<file path="src/rtl/sc_mult_sequencer.sv">
// Moore control sequencer that multiplies FIXED0 x FIXED1 into R0 by repeated
// addition on an external register/ALU datapath, then loads R0 into the shifter.
module sc_mult_sequencer #(
  parameter int DATAWIDTH_DECODER_SELECTION    = 3,
  parameter int DATAWIDTH_MUX_SELECTION        = 3,
  parameter int DATAWIDTH_ALU_SELECTION        = 4,
  parameter int DATAWIDTH_REGSHIFTER_SELECTION = 2
) (
  input  logic                                      SC_MULTSEQUENCER_CLOCK_50,
  input  logic                                      SC_MULTSEQUENCER_Reset_InHigh,
  input  logic                                      SC_MULTSEQUENCER_Start_InHigh,
  input  logic                                      SC_MULTSEQUENCER_Zero_InLow,
  input  logic                                      SC_MULTSEQUENCER_Carry_InLow,
  input  logic                                      SC_MULTSEQUENCER_Overflow_InLow,
  input  logic                                      SC_MULTSEQUENCER_Negative_InLow,
  output logic [DATAWIDTH_DECODER_SELECTION-1:0]    SC_MULTSEQUENCER_DecoderSelectionWrite_Out,
  output logic [DATAWIDTH_MUX_SELECTION-1:0]        SC_MULTSEQUENCER_MUXSelectionBUSA_Out,
  output logic [DATAWIDTH_MUX_SELECTION-1:0]        SC_MULTSEQUENCER_MUXSelectionBUSB_Out,
  output logic [DATAWIDTH_ALU_SELECTION-1:0]        SC_MULTSEQUENCER_ALUSelection_Out,
  output logic                                      SC_MULTSEQUENCER_RegSHIFTERLoad_OutLow,
  output logic [DATAWIDTH_REGSHIFTER_SELECTION-1:0] SC_MULTSEQUENCER_RegSHIFTERShiftSelection_OutLow,
  output logic                                      SC_MULTSEQUENCER_Busy_Out,
  output logic                                      SC_MULTSEQUENCER_Done_Out,
  output logic                                      SC_MULTSEQUENCER_Error_Out
);

  localparam int DW = DATAWIDTH_DECODER_SELECTION;
  localparam int MW = DATAWIDTH_MUX_SELECTION;
  localparam int AW = DATAWIDTH_ALU_SELECTION;

  localparam logic [DW-1:0] DEC_R0   = DW'(0);
  localparam logic [DW-1:0] DEC_R1   = DW'(1);
  localparam logic [DW-1:0] DEC_NONE = DW'(7);

  localparam logic [MW-1:0] MUX_R0     = MW'(0);
  localparam logic [MW-1:0] MUX_R1     = MW'(1);
  localparam logic [MW-1:0] MUX_FIXED0 = MW'(4);
  localparam logic [MW-1:0] MUX_FIXED1 = MW'(5);

  localparam logic [AW-1:0] ALU_PASSA = AW'(0);
  localparam logic [AW-1:0] ALU_ADD   = AW'(1);
  localparam logic [AW-1:0] ALU_SUB   = AW'(2);
  localparam logic [AW-1:0] ALU_DECA  = AW'(3);

  typedef enum logic [2:0] {
    IDLE, CLR, LDCNT, CHK, ADD, DEC, LOAD, DONE
  } stateT;

  typedef struct packed {
    logic [DW-1:0] dec;
    logic [MW-1:0] muxA;
    logic [MW-1:0] muxB;
    logic [AW-1:0] alu;
    logic          loadN;
    logic          busy;
    logic          done;
  } ctrlT;

  stateT state;
  ctrlT  ctrlReg;
  logic  errorReg;
  logic  unusedFlags;

  // Control word for a given state; registered together with the state so the
  // outputs are a pure function of the current state but glitch-free.
  function automatic ctrlT ctrlFor(input stateT s);
    ctrlT c;
    c.dec   = DEC_NONE;
    c.muxA  = MUX_R0;
    c.muxB  = MUX_R0;
    c.alu   = ALU_PASSA;
    c.loadN = 1'b1;
    c.busy  = 1'b0;
    c.done  = 1'b0;
    case (s)
      CLR: begin
        c.muxA = MUX_FIXED0; c.muxB = MUX_FIXED0; c.alu = ALU_SUB;
        c.dec  = DEC_R0;     c.busy = 1'b1;
      end
      LDCNT: begin
        c.muxA = MUX_FIXED1; c.dec = DEC_R1; c.busy = 1'b1;
      end
      CHK: begin
        c.muxA = MUX_R1; c.busy = 1'b1;
      end
      ADD: begin
        c.muxA = MUX_R0; c.muxB = MUX_FIXED0; c.alu = ALU_ADD;
        c.dec  = DEC_R0; c.busy = 1'b1;
      end
      DEC: begin
        c.muxA = MUX_R1; c.alu = ALU_DECA; c.dec = DEC_R1; c.busy = 1'b1;
      end
      LOAD: begin
        c.muxA = MUX_R0; c.loadN = 1'b0; c.busy = 1'b1;
      end
      DONE:    c.done = 1'b1;
      default: ;
    endcase
    return c;
  endfunction

  always_ff @(posedge SC_MULTSEQUENCER_CLOCK_50 or posedge SC_MULTSEQUENCER_Reset_InHigh) begin
    if (SC_MULTSEQUENCER_Reset_InHigh) begin
      state    <= IDLE;
      ctrlReg  <= ctrlFor(IDLE);
      errorReg <= 1'b0;
    end else begin
      case (state)
        IDLE: begin
          if (SC_MULTSEQUENCER_Start_InHigh) begin
            state    <= CLR;
            ctrlReg  <= ctrlFor(CLR);
            errorReg <= 1'b0;
          end
        end
        CLR: begin
          state   <= LDCNT;
          ctrlReg <= ctrlFor(LDCNT);
        end
        LDCNT: begin
          state   <= CHK;
          ctrlReg <= ctrlFor(CHK);
        end
        CHK: begin
          if (!SC_MULTSEQUENCER_Zero_InLow) begin
            state   <= LOAD;
            ctrlReg <= ctrlFor(LOAD);
          end else begin
            state   <= ADD;
            ctrlReg <= ctrlFor(ADD);
          end
        end
        ADD: begin
          // Carry out of the accumulate means the product no longer fits in R0.
          if (!SC_MULTSEQUENCER_Carry_InLow) begin
            state    <= LOAD;
            ctrlReg  <= ctrlFor(LOAD);
            errorReg <= 1'b1;
          end else begin
            state   <= DEC;
            ctrlReg <= ctrlFor(DEC);
          end
        end
        DEC: begin
          if (!SC_MULTSEQUENCER_Zero_InLow) begin
            state   <= LOAD;
            ctrlReg <= ctrlFor(LOAD);
          end else begin
            state   <= ADD;
            ctrlReg <= ctrlFor(ADD);
          end
        end
        LOAD: begin
          state   <= DONE;
          ctrlReg <= ctrlFor(DONE);
        end
        DONE: begin
          if (!SC_MULTSEQUENCER_Start_InHigh) begin
            state   <= IDLE;
            ctrlReg <= ctrlFor(IDLE);
          end
        end
        default: begin
          state   <= IDLE;
          ctrlReg <= ctrlFor(IDLE);
        end
      endcase
    end
  end

  assign SC_MULTSEQUENCER_DecoderSelectionWrite_Out       = ctrlReg.dec;
  assign SC_MULTSEQUENCER_MUXSelectionBUSA_Out            = ctrlReg.muxA;
  assign SC_MULTSEQUENCER_MUXSelectionBUSB_Out            = ctrlReg.muxB;
  assign SC_MULTSEQUENCER_ALUSelection_Out                = ctrlReg.alu;
  assign SC_MULTSEQUENCER_RegSHIFTERLoad_OutLow           = ctrlReg.loadN;
  assign SC_MULTSEQUENCER_RegSHIFTERShiftSelection_OutLow = '0;
  assign SC_MULTSEQUENCER_Busy_Out                        = ctrlReg.busy;
  assign SC_MULTSEQUENCER_Done_Out                        = ctrlReg.done;
  assign SC_MULTSEQUENCER_Error_Out                       = errorReg;

  // Overflow and negative flags play no part in sequencing.
  assign unusedFlags = SC_MULTSEQUENCER_Overflow_InLow ^ SC_MULTSEQUENCER_Negative_InLow;

endmodule

</file>
<file path="config.mk">
export PLATFORM = sky130hd
export DESIGN_NAME = sc_mult_sequencer
export DESIGN_NICKNAME = d
export VERILOG_FILES = /design/src/rtl/sc_mult_sequencer.sv
export SDC_FILE = /design/constraint.sdc
export NUM_CORES = 1
export LEC_CHECK = 0
export ABC_AREA = 1
export ABC_CLOCK_PERIOD_IN_PS = 2250
export CAP_MARGIN = 20
export CORE_UTILIZATION = 47
export DETAILED_ROUTE_END_ITERATION = 7
export PLACE_DENSITY = 0.85
export SLEW_MARGIN = 20
export SYNTH_ARGS = -nofsm -noshare
export SYNTH_HDL_FRONTEND = slang
export SYNTH_SLANG_ARGS = --single-unit
</file>
<file path="constraint.sdc">
create_clock -name SC_MULTSEQUENCER_CLOCK_50 -period 2.25 [get_ports SC_MULTSEQUENCER_CLOCK_50]
set_clock_uncertainty 0.05 [all_clocks]
set_input_delay 0.675 -clock SC_MULTSEQUENCER_CLOCK_50 [delete_from_list [all_inputs] [get_ports SC_MULTSEQUENCER_CLOCK_50]]
set_output_delay 0.675 -clock SC_MULTSEQUENCER_CLOCK_50 [all_outputs]
set_load 0.05 [all_outputs]
</file>
* Word level (Yosys, flattened, before mapping)
Index checks and enable logic that the tools add are counted. Widths: inputs -> output; s select.
Operators by class: equality and inequality tests 10, multiplexer cells 13, reductions and logical operators 5
Operators with widths (number):
- $pmux 16 s7 | 1
- $mux 16 | 4
- $pmux 3 s7 | 1
- $eq 3x3->1 const B | 4
- $eq 3x2->1 const B | 2
- $mux 3 | 2
- $ne 2x2->1 const B | 3
- $mux 2 | 2
- $eq 3x1->1 const B | 1
- $logic_not 3->1 | 1
- $reduce_and 3->1 | 1
- $mux 1 | 2
- $pmux 1 s2 | 1
- $reduce_and 2->1 | 1
- $reduce_bool 2->1 | 1
- $reduce_or 2->1 | 1
Word-level totals: word-level logic and storage cells 37, bits in registers 20, output and inout bits 19, input bits 7

* Logic depth before layout (Yosys ltp)
Gate-level depths: netlist of run 1.
word-level depth 3, gate-level depth with buffers 7, gate-level depth less buffers 7

* Worst setup path before layout of run 1
OpenSTA, ideal clock, no wires.
kind reg-to-output, from register, netlist name SC_MULTSEQUENCER_DecoderSelectionWrite_Out[1], to output SC_MULTSEQUENCER_DecoderSelectionWrite_Out[2], path buffers 1, cell stages (with the launch flop) 2, data arrival time 0.938 ns, path slack 0.587 ns, data required time 1.525 ns, cells stage by stage dfstp_2 > buf_4
RTL lines:
- end, declared | RTL line 16 | output logic [DATAWIDTH_DECODER_SELECTION-1:0] SC_MULTSEQUENCER_DecoderSelectionWrite_Out,

* Worst setup path after layout of run 1
from register ctrlReg, in the netlist SC_MULTSEQUENCER_Busy_Out, to output SC_MULTSEQUENCER_Busy_Out
RTL lines:
- start, declared | RTL line 60 | ctrlT ctrlReg;
- start signal, assigned | RTL line 105 | ctrlReg <= ctrlFor(IDLE);
- start signal, assigned | RTL line 112 | ctrlReg <= ctrlFor(CLR);
- start signal, assigned | RTL line 118 | ctrlReg <= ctrlFor(LDCNT);
- end, declared | RTL line 22 | output logic SC_MULTSEQUENCER_Busy_Out,
No word-level cell between the ends.

==> results of run 1 <==
[cell families after synthesis]
logic type	after synthesis	share of synthesized area [%]
DFF	14	45.3
buffers and inverters	20	17.1
and+or+nand+nor	37	26.2
other	1	0.480
AOI/OAI and AO/OA	12	10.9
[cell usage in the layout, fill, tap and decap left out, drive strengths merged]
cell type,n
clkdlybuf4s50,10
buf,7
a31oi,2
dfstp,3
nor3,1
inv,9
clkbuf,4
clkinv,1
nand3,7
nand2,21
a21oi,2
nand3b,1
nor2,5
conb,7
nand4,2
dfrtp,11
o21ai,8
[cell type report]
class | instances | area (um^2) | area share (%)
well taps | 16 | 20.0 | 2.17
multi-input cells | 56 | 317 | 34.2
repair buffers | 17 | 165 | 17.9
flip-flops and latches | 14 | 354 | 38.3
clock buffers | 4 | 26.3 | 2.84
inverters | 10 | 42.5 | 4.60
[worst max path at each step]
stage | end | slack, ns | cells after the start
floorplan | SC_MULTSEQUENCER_DecoderSelectionWrite_Out[2] | 0.59 | 1
global route | SC_MULTSEQUENCER_ALUSelection_Out[0] | 0.01 | 1
global placement | SC_MULTSEQUENCER_RegSHIFTERLoad_OutLow$_DFFE_PP1P_ | 0.25 | 6
CTS | SC_MULTSEQUENCER_Busy_Out | 0.05 | 1
finish | SC_MULTSEQUENCER_Busy_Out | 0.07 | 1
detailed placement | SC_MULTSEQUENCER_RegSHIFTERLoad_OutLow$_DFFE_PP1P_ | 0.23 | 6
[layer usage]
| metal | track usage [%] | up-vias | part of all wire, % |
|---|---|---|---|
| li1 | - | 288 | - |
| met1 | 22.3 | 256 | 42 |
| met2 | 27.6 | 25 | 48 |
| met3 | 4.68 | 3 | 8.1 |
| met4 | 11.3 | 0 | 2.3 |
| met5 | 0 | - | 0 |
[flip-flops by register name, indices dropped and copies added (netlist names)]
name / count
SC_MULTSEQUENCER_ALUSelection_Out: 2
SC_MULTSEQUENCER_RegSHIFTERLoad_OutLow: 1
state: 3
SC_MULTSEQUENCER_Done_Out: 1
SC_MULTSEQUENCER_Error_Out: 1
SC_MULTSEQUENCER_Busy_Out: 1
SC_MULTSEQUENCER_MUXSelectionBUSB_Out: 1
SC_MULTSEQUENCER_DecoderSelectionWrite_Out: 2
SC_MULTSEQUENCER_MUXSelectionBUSA_Out: 2
[power by group through the flow]
stage               Clock [W]  Sequential (W)  Combinational [W]
finish               0.000150        0.000495           0.000933
CTS                  0.000154        0.000497           0.000938
global route         0.000166        0.000516            0.00100
detailed placement          0        0.000502           0.000935
floorplan                   0        0.000756           0.000478
global placement            0        0.000492           0.000919
[worst min-delay path, stage by stage, from the launching register on]
cell and delay (ns):
dfstp_2 0.38, nand2_2 0.05, nand2_1 0.04
[per-stage QoR]
stage | std cells | power [W] | worst slack, ns | area (um^2)
3_3_place_gp | 113 | 0.00141 | 0.248 | 898
5_1_grt | 117 | 0.00168 | 0.0116 | 925
4_1_cts | 117 | 0.00159 | 0.0516 | 925
2_1_floorplan | 90 | 0.00123 | 0.587 | 805
6_report | 117 | 0.00158 | 0.0661 | 925
3_5_place_dp | 113 | 0.00144 | 0.225 | 898
==> impl_results.md, run 1 <==
* Antenna violation net count after detailed routing at 0
* Number of enable-type register cells in the synthesized netlist at 0
* Slowest stage delay, CP at 0.80 ns
* Routed wirelength normalized by instance count at 11.7 um
* Initial standard-cell utilization of the core at 51.3%
* Crit-path max FO at 2
* Horizontal extent of the die at 42.8 um
* Yosys top cell area share at 35.2%
* Number of gates resized after CTS at 0
* Setup-failing EPs final at 0
* Final core occ at 60.7%
* Proportion of power drawn by the clock network at 9.5%
* Top flip-flop cell by instance count after synthesis: dfrtp_1
* Rel. slew slack at 63.5%
* Area enclosed by the die boundary at 1830 um^2
* Worst hold start: SC_MULTSEQUENCER_DecoderSelectionWrite_Out[0]$_DFFE_PP1P_
* Post-synthesis instance total at 84
* Slack of the worst reg-to-reg path at 0.81 ns
* Dominant cell type by area after synthesis: dfrtp_1
* Sink count of the clock tree at 14
* Count of inserted antenna diode cells at 0
* Required arrival time at the worst endpoint at 1.52 ns
* Critical path cell sequence: clkdlybuf4s50_1
* Clock Root Buffer: clkbuf_4
* Cell Pwr Density at 1710 nW/um^2
* Cell types with the largest area share after synthesis: dfrtp_1, dfstp_2, buf_4
* Number of distinct library cells after synthesis at 24
* Max Clk Rate at 458 MHz
* Combinational group share of total power at 59.1%
* Post-CTS Setup Bufs at 0
* CP top delay family: buffers and inverters
* Synthesized area per cell at 9.31 um^2
* Element type at the critical path start: flip-flop
* Number of DRC markers in iteration 0 at 22
* Number of synthesized register bits at 14
* Number of cell instances on the worst register-to-register path at 6
* Synthesis Warnings at 0
* GR Util All Layers at 18.0%
* Residual DRC at 0
* Arrival @ worst endpoint at 1.46 ns
* Number of antenna violations at the first check in global routing at 0
* Net Sw Power at 0.000829 W
* Drt total wl at 1.37 mm
* Number of ports placed on the die boundary at 26
* Maximum vdd ir drop at 718 uV
* TritonCTS buffer count at 3
* Critical Path Sink Type: primary output
* Fraction of layout cells with a size suffix above 1 at 28.7%
* Power share of the sequential group at 31.4%
* Worst Max-Slew Pin Slew at 0.547 ns
* Final nets at 109
* Hold slack at 0.417 ns
* Proportion of synthesized chip area in sequential cells at 45.3%
* Maximum number of buffers from clock root to sink at 2
* Global-route wire length before repair at 2.37 mm
* Switching power as a share of total power at 52.5%
* Hold-critical path endpoint: SC_MULTSEQUENCER_DecoderSelectionWrite_Out[0]$_DFFE_PP1P_
* Core area at 1520 um^2
* Highest-delay cell along the critical path: clkdlybuf4s50_1
* Largest net degree at the start of global routing at 15
* Crit path from: SC_MULTSEQUENCER_Busy_Out$_DFFE_PP0P_
* Count of TritonRoute iterations in the first routing pass at 4
* Cell Rows at 14
* Endpoint of the worst register-to-register path: SC_MULTSEQUENCER_Busy_Out$_DFFE_PP0P_
* Count of H-tree levels built during CTS at 1
* Total count of hold-check failures in the final report at 0
* Most common cell in the netlist: nand2_1
* GPL Wtd Cong at 0.850
* Number of cells traversed by the worst hold path at 2
* Result of the run: finished clean
* Vias in the first global route at 563
* Post-CTS clock slew at the launch and capture registers of the worst setup and hold paths at 0.08 ns
* Residual overflow from global routing at 0
* Post-synthesis instance area at 782 um^2
* Number of buffers and inverters on the critical path at 1
* Int Power at 0.000750 W
* Max cap viols at 0
* Type of the worst setup path: reg -> out
* Number of port buffers at 16
* Synth-to-Final Area Change at 18.2%
* Die Span Y at 42.8 um
* Clock latency reported for the late side of the worst-skew pair at 0.29 ns
* CTS hold repair buffers at 0
* Class of the worst hold path: reg -> reg
* Via total after detailed routing at 572
* Worst r2r src: state[0]$_DFFE_PP0P_
* Setup repair after global routing missed its margin: no
* Share of flip-flops with an asynchronous set or reset at 100%
* Count of filler cells inserted in the layout at 131
* P_leak at 0.443 nW
* Final critical delay including setup and external delays at 2.18 ns
* Commonest cells in the netlist: nand2_1, dfrtp_1, inv_1
* Period utilisation layout at 97.1%
* Setup TNS at 0 ns
* Slew Viols, Final at 0
* Drt via density at 4.89
* HPWL after detailed placement at 1.04 mm
* Clock tree from TritonCTS: done
(Power assumes the default switching activity.)
==> inputs of run 2 (changes only) <==
--- a/config.mk
+++ b/config.mk
@@ -8,6 +8,7 @@
 export ABC_AREA = 1
 export ABC_CLOCK_PERIOD_IN_PS = 2250
 export CAP_MARGIN = 20
+export CORE_MARGIN = 5
 export CORE_UTILIZATION = 47
 export DETAILED_ROUTE_END_ITERATION = 7
 export PLACE_DENSITY = 0.85
==> impl_results.md, run 2 (synthesis gave the netlist of run 1 again) <==
* Global-route wire length before repair at 2.66 mm (+12%)
* Cell Pwr Density at 1720 nW/um^2 (+0.83%)
* Number of placed instances, taps included at 113 (unchanged)
* Fraction of layout cells with a size suffix above 1 at 29.7% (+0.99 points)
* HPWL after detailed placement at 1.17 mm (+12%)
* Maximum number of buffers from clock root to sink at 2 (unchanged)
* Result of the run: finished clean
* Clock Root Buffer: clkbuf_4
* Setup repair after global routing missed its margin: no
* Flip-flop count of the largest register after layout at 3 (unchanged)
* Non-filler instance count after layout at 117 (unchanged)
* Drt via density at 5.19 (+6.1%)
* Period utilisation layout at 96.9% (-0.16 points)
* Area enclosed by the die boundary at 2580 um^2 (+41%)
* Net Sw Power at 0.000840 W (+1.4%)
* Number of port buffers at 16 (unchanged)
* Most common cell after layout, fill and taps aside: nand2_1
* Critical path cell sequence: clkdlybuf4s50_1
* Count of inserted antenna diode cells at 0 (unchanged)
* TritonCTS buffer count at 3 (unchanged)
* Post-CTS clock slew at the launch and capture registers of the worst setup and hold paths at 0.09 ns (about the same)
* Sink count of the clock tree at 14 (unchanged)
* Number of DRC markers in iteration 0 at 12 (-45%)
* Clock latency reported for the late side of the worst-skew pair at 0.28 ns (about the same)
* Via total after detailed routing at 607 (+6.1%)
* Final critical delay including setup and external delays at 2.18 ns (-0.00358 ns)
* Drt total wl at 1.56 mm (+14%)
* Register ranked first by flip-flop count: state
* Slack of the worst reg-to-reg path at 0.76 ns (-0.05 ns)
* Max cap viols at 0 (unchanged)
* Class of the worst hold path: reg -> reg
* Core area at 1540 um^2 (+1.1%)
* Worst Max-Slew Pin Slew at 0.544 ns (-0.00262 ns)
* Final nets at 109 (unchanged)
* Residual overflow from global routing at 0 (unchanged)
* Die Span Y at 50.8 um (+19%)
* Antenna violation net count after detailed routing at 0 (unchanged)
* Element type at the critical path start: flip-flop
* Setup TNS at 0 ns (unchanged)
* Post-CTS Setup Bufs at 0 (unchanged)
* Required arrival time at the worst endpoint at 1.52 ns (about the same)
* GPL Wtd Cong at 0.796 (-6.4%)
* Routed wirelength normalized by instance count at 13.3 um (+14%)
* Combinational group share of total power at 58.8% (-0.3 points)
* Highest-count cells in the layout ignoring fill and taps: nand2_1, dfrtp_1, inv_1
* Int Power at 0.000730 W (-2.6%)
* Cell Rows at 14 (unchanged)
* Vias in the first global route at 602 (+6.9%)
* Number of gates resized after CTS at 0 (unchanged)
* Residual DRC at 0 (unchanged)
* Largest net degree at the start of global routing at 15 (unchanged)
* Number of ports placed on the die boundary at 26 (unchanged)
* Critical Path Sink Type: primary output
* Slew Viols, Final at 0 (unchanged)
* Slowest stage delay, CP at 0.81 ns (about the same)
* Synth-to-Final Area Change at 16.6%
* Power share of the sequential group at 31.8% (+0.4 points)
* Switching power as a share of total power at 53.5% (+1.0 points)
* Crit-path max FO at 2 (unchanged)
* Proportion of power drawn by the clock network at 9.4% (about the same)
* Number of buffers and inverters on the critical path at 1 (unchanged)
* Count of TritonRoute iterations in the first routing pass at 4 (unchanged)
* GR Util All Layers at 13.7% (-4.3 points)
* CTS hold repair buffers at 0 (unchanged)
* Highest-delay cell along the critical path: clkdlybuf4s50_1
* Max Clk Rate at 459 MHz (+0.16%)
* P_leak at 0.455 nW (+2.7%)
* Clock tree from TritonCTS: done
* CP top delay family: buffers and inverters
* Final core occ at 59.2% (-1.5 points)
* Number of antenna violations at the first check in global routing at 0 (unchanged)
* Count of H-tree levels built during CTS at 1 (unchanged)
* Horizontal extent of the die at 50.8 um (+19%)
* Type of the worst setup path: reg -> out
* Initial standard-cell utilization of the core at 50.7% (-0.58 points)
* Total count of hold-check failures in the final report at 0 (unchanged)
* Arrival @ worst endpoint at 1.46 ns (about the same)
* Maximum vdd ir drop at 636 uV (-11%)
* Rel. slew slack at 63.7% (+0.18 points)
* Setup-failing EPs final at 0 (unchanged)
-- run 2: cell types whose count changed in the layout (fill, tap and decap cells not counted), sizes merged --
| cell | before | now |
|---|---|---|
| dlymetal6s2s | 0 | 1 |
| clkdlybuf4s50 | 10 | 8 |
| buf | 7 | 8 |
-- run 2: power by group through the flow --
stage          Combinational (W)  Clock (W)  Sequential [W]
2_1_floorplan           0.000478          0        0.000756
3_5_place_dp            0.000920          0        0.000502
4_1_cts                 0.000924   0.000150        0.000498
5_1_grt                 0.000981   0.000166        0.000517
3_3_place_gp            0.000902          0        0.000493
6_report                0.000924   0.000148        0.000499
-- run 2: path summary, 6_finish.rpt --
path / start / cells after the start / endpoint
min in group asynchronous: SC_MULTSEQUENCER_Reset_InHigh / 2 / SC_MULTSEQUENCER_MUXSelectionBUSA_Out[2]$_DFFE_PP0P_
max in group asynchronous: SC_MULTSEQUENCER_Reset_InHigh / 2 / SC_MULTSEQUENCER_DecoderSelectionWrite_Out[1]$_DFFE_PP1P_
worst min-delay path: SC_MULTSEQUENCER_DecoderSelectionWrite_Out[0]$_DFFE_PP1P_ / 2 / SC_MULTSEQUENCER_DecoderSelectionWrite_Out[0]$_DFFE_PP1P_
worst min register to register: SC_MULTSEQUENCER_DecoderSelectionWrite_Out[0]$_DFFE_PP1P_ / 2 / SC_MULTSEQUENCER_DecoderSelectionWrite_Out[0]$_DFFE_PP1P_
worst max-delay path: SC_MULTSEQUENCER_Busy_Out$_DFFE_PP0P_ / 1 / SC_MULTSEQUENCER_Busy_Out
worst max register to register: state[0]$_DFFE_PP0P_ / 5 / SC_MULTSEQUENCER_ALUSelection_Out[1]$_DFFE_PP0P_
-- run 2: worst register-to-register path: cells and delay by family (launching register included) --
family / cells / cell delay (ns)
AO/OA/AOI/OAI: 2 / 0.25
AND/OR/NAND/NOR: 2 / 0.33
buffers and inverters: 1 / 0.23
flip-flops: 1 / 0.52
-- run 2: area by class of cell --
type                       count  area [um^2]
multi-input combinational     56          317
sequential                    14          354
inverter                      10         42.5
clock buffer                   4         26.3
fill                         136          629
tap                           16         20.0
timing repair buffer          17          153
-- run 2: per-layer routing --
layer  global-route usage (%)  share of wire (%)  up-vias
met5                        0                  0        -
met4                     10.2                2.6        0
met2                     21.3                 47       30
met1                     15.4                 40      281
met3                     4.73                 10        4
li1                         -                  -      292
-- run 2: through the flow --
| stage | setup WS, ns | power, W | hold slack (ns) | cell area [um^2] |
|---|---|---|---|---|
| after floorplan | 0.587 | 0.00123 | 0.512 | 805 |
| after global placement | 0.246 | 0.00139 | 0.398 | 883 |
| after global routing | 0.0124 | 0.00166 | 0.436 | 912 |
| final | 0.0697 | 0.00157 | 0.414 | 912 |
| after CTS | 0.0489 | 0.00157 | 0.418 | 910 |
| after detailed placement | 0.235 | 0.00142 | 0.406 | 883 |
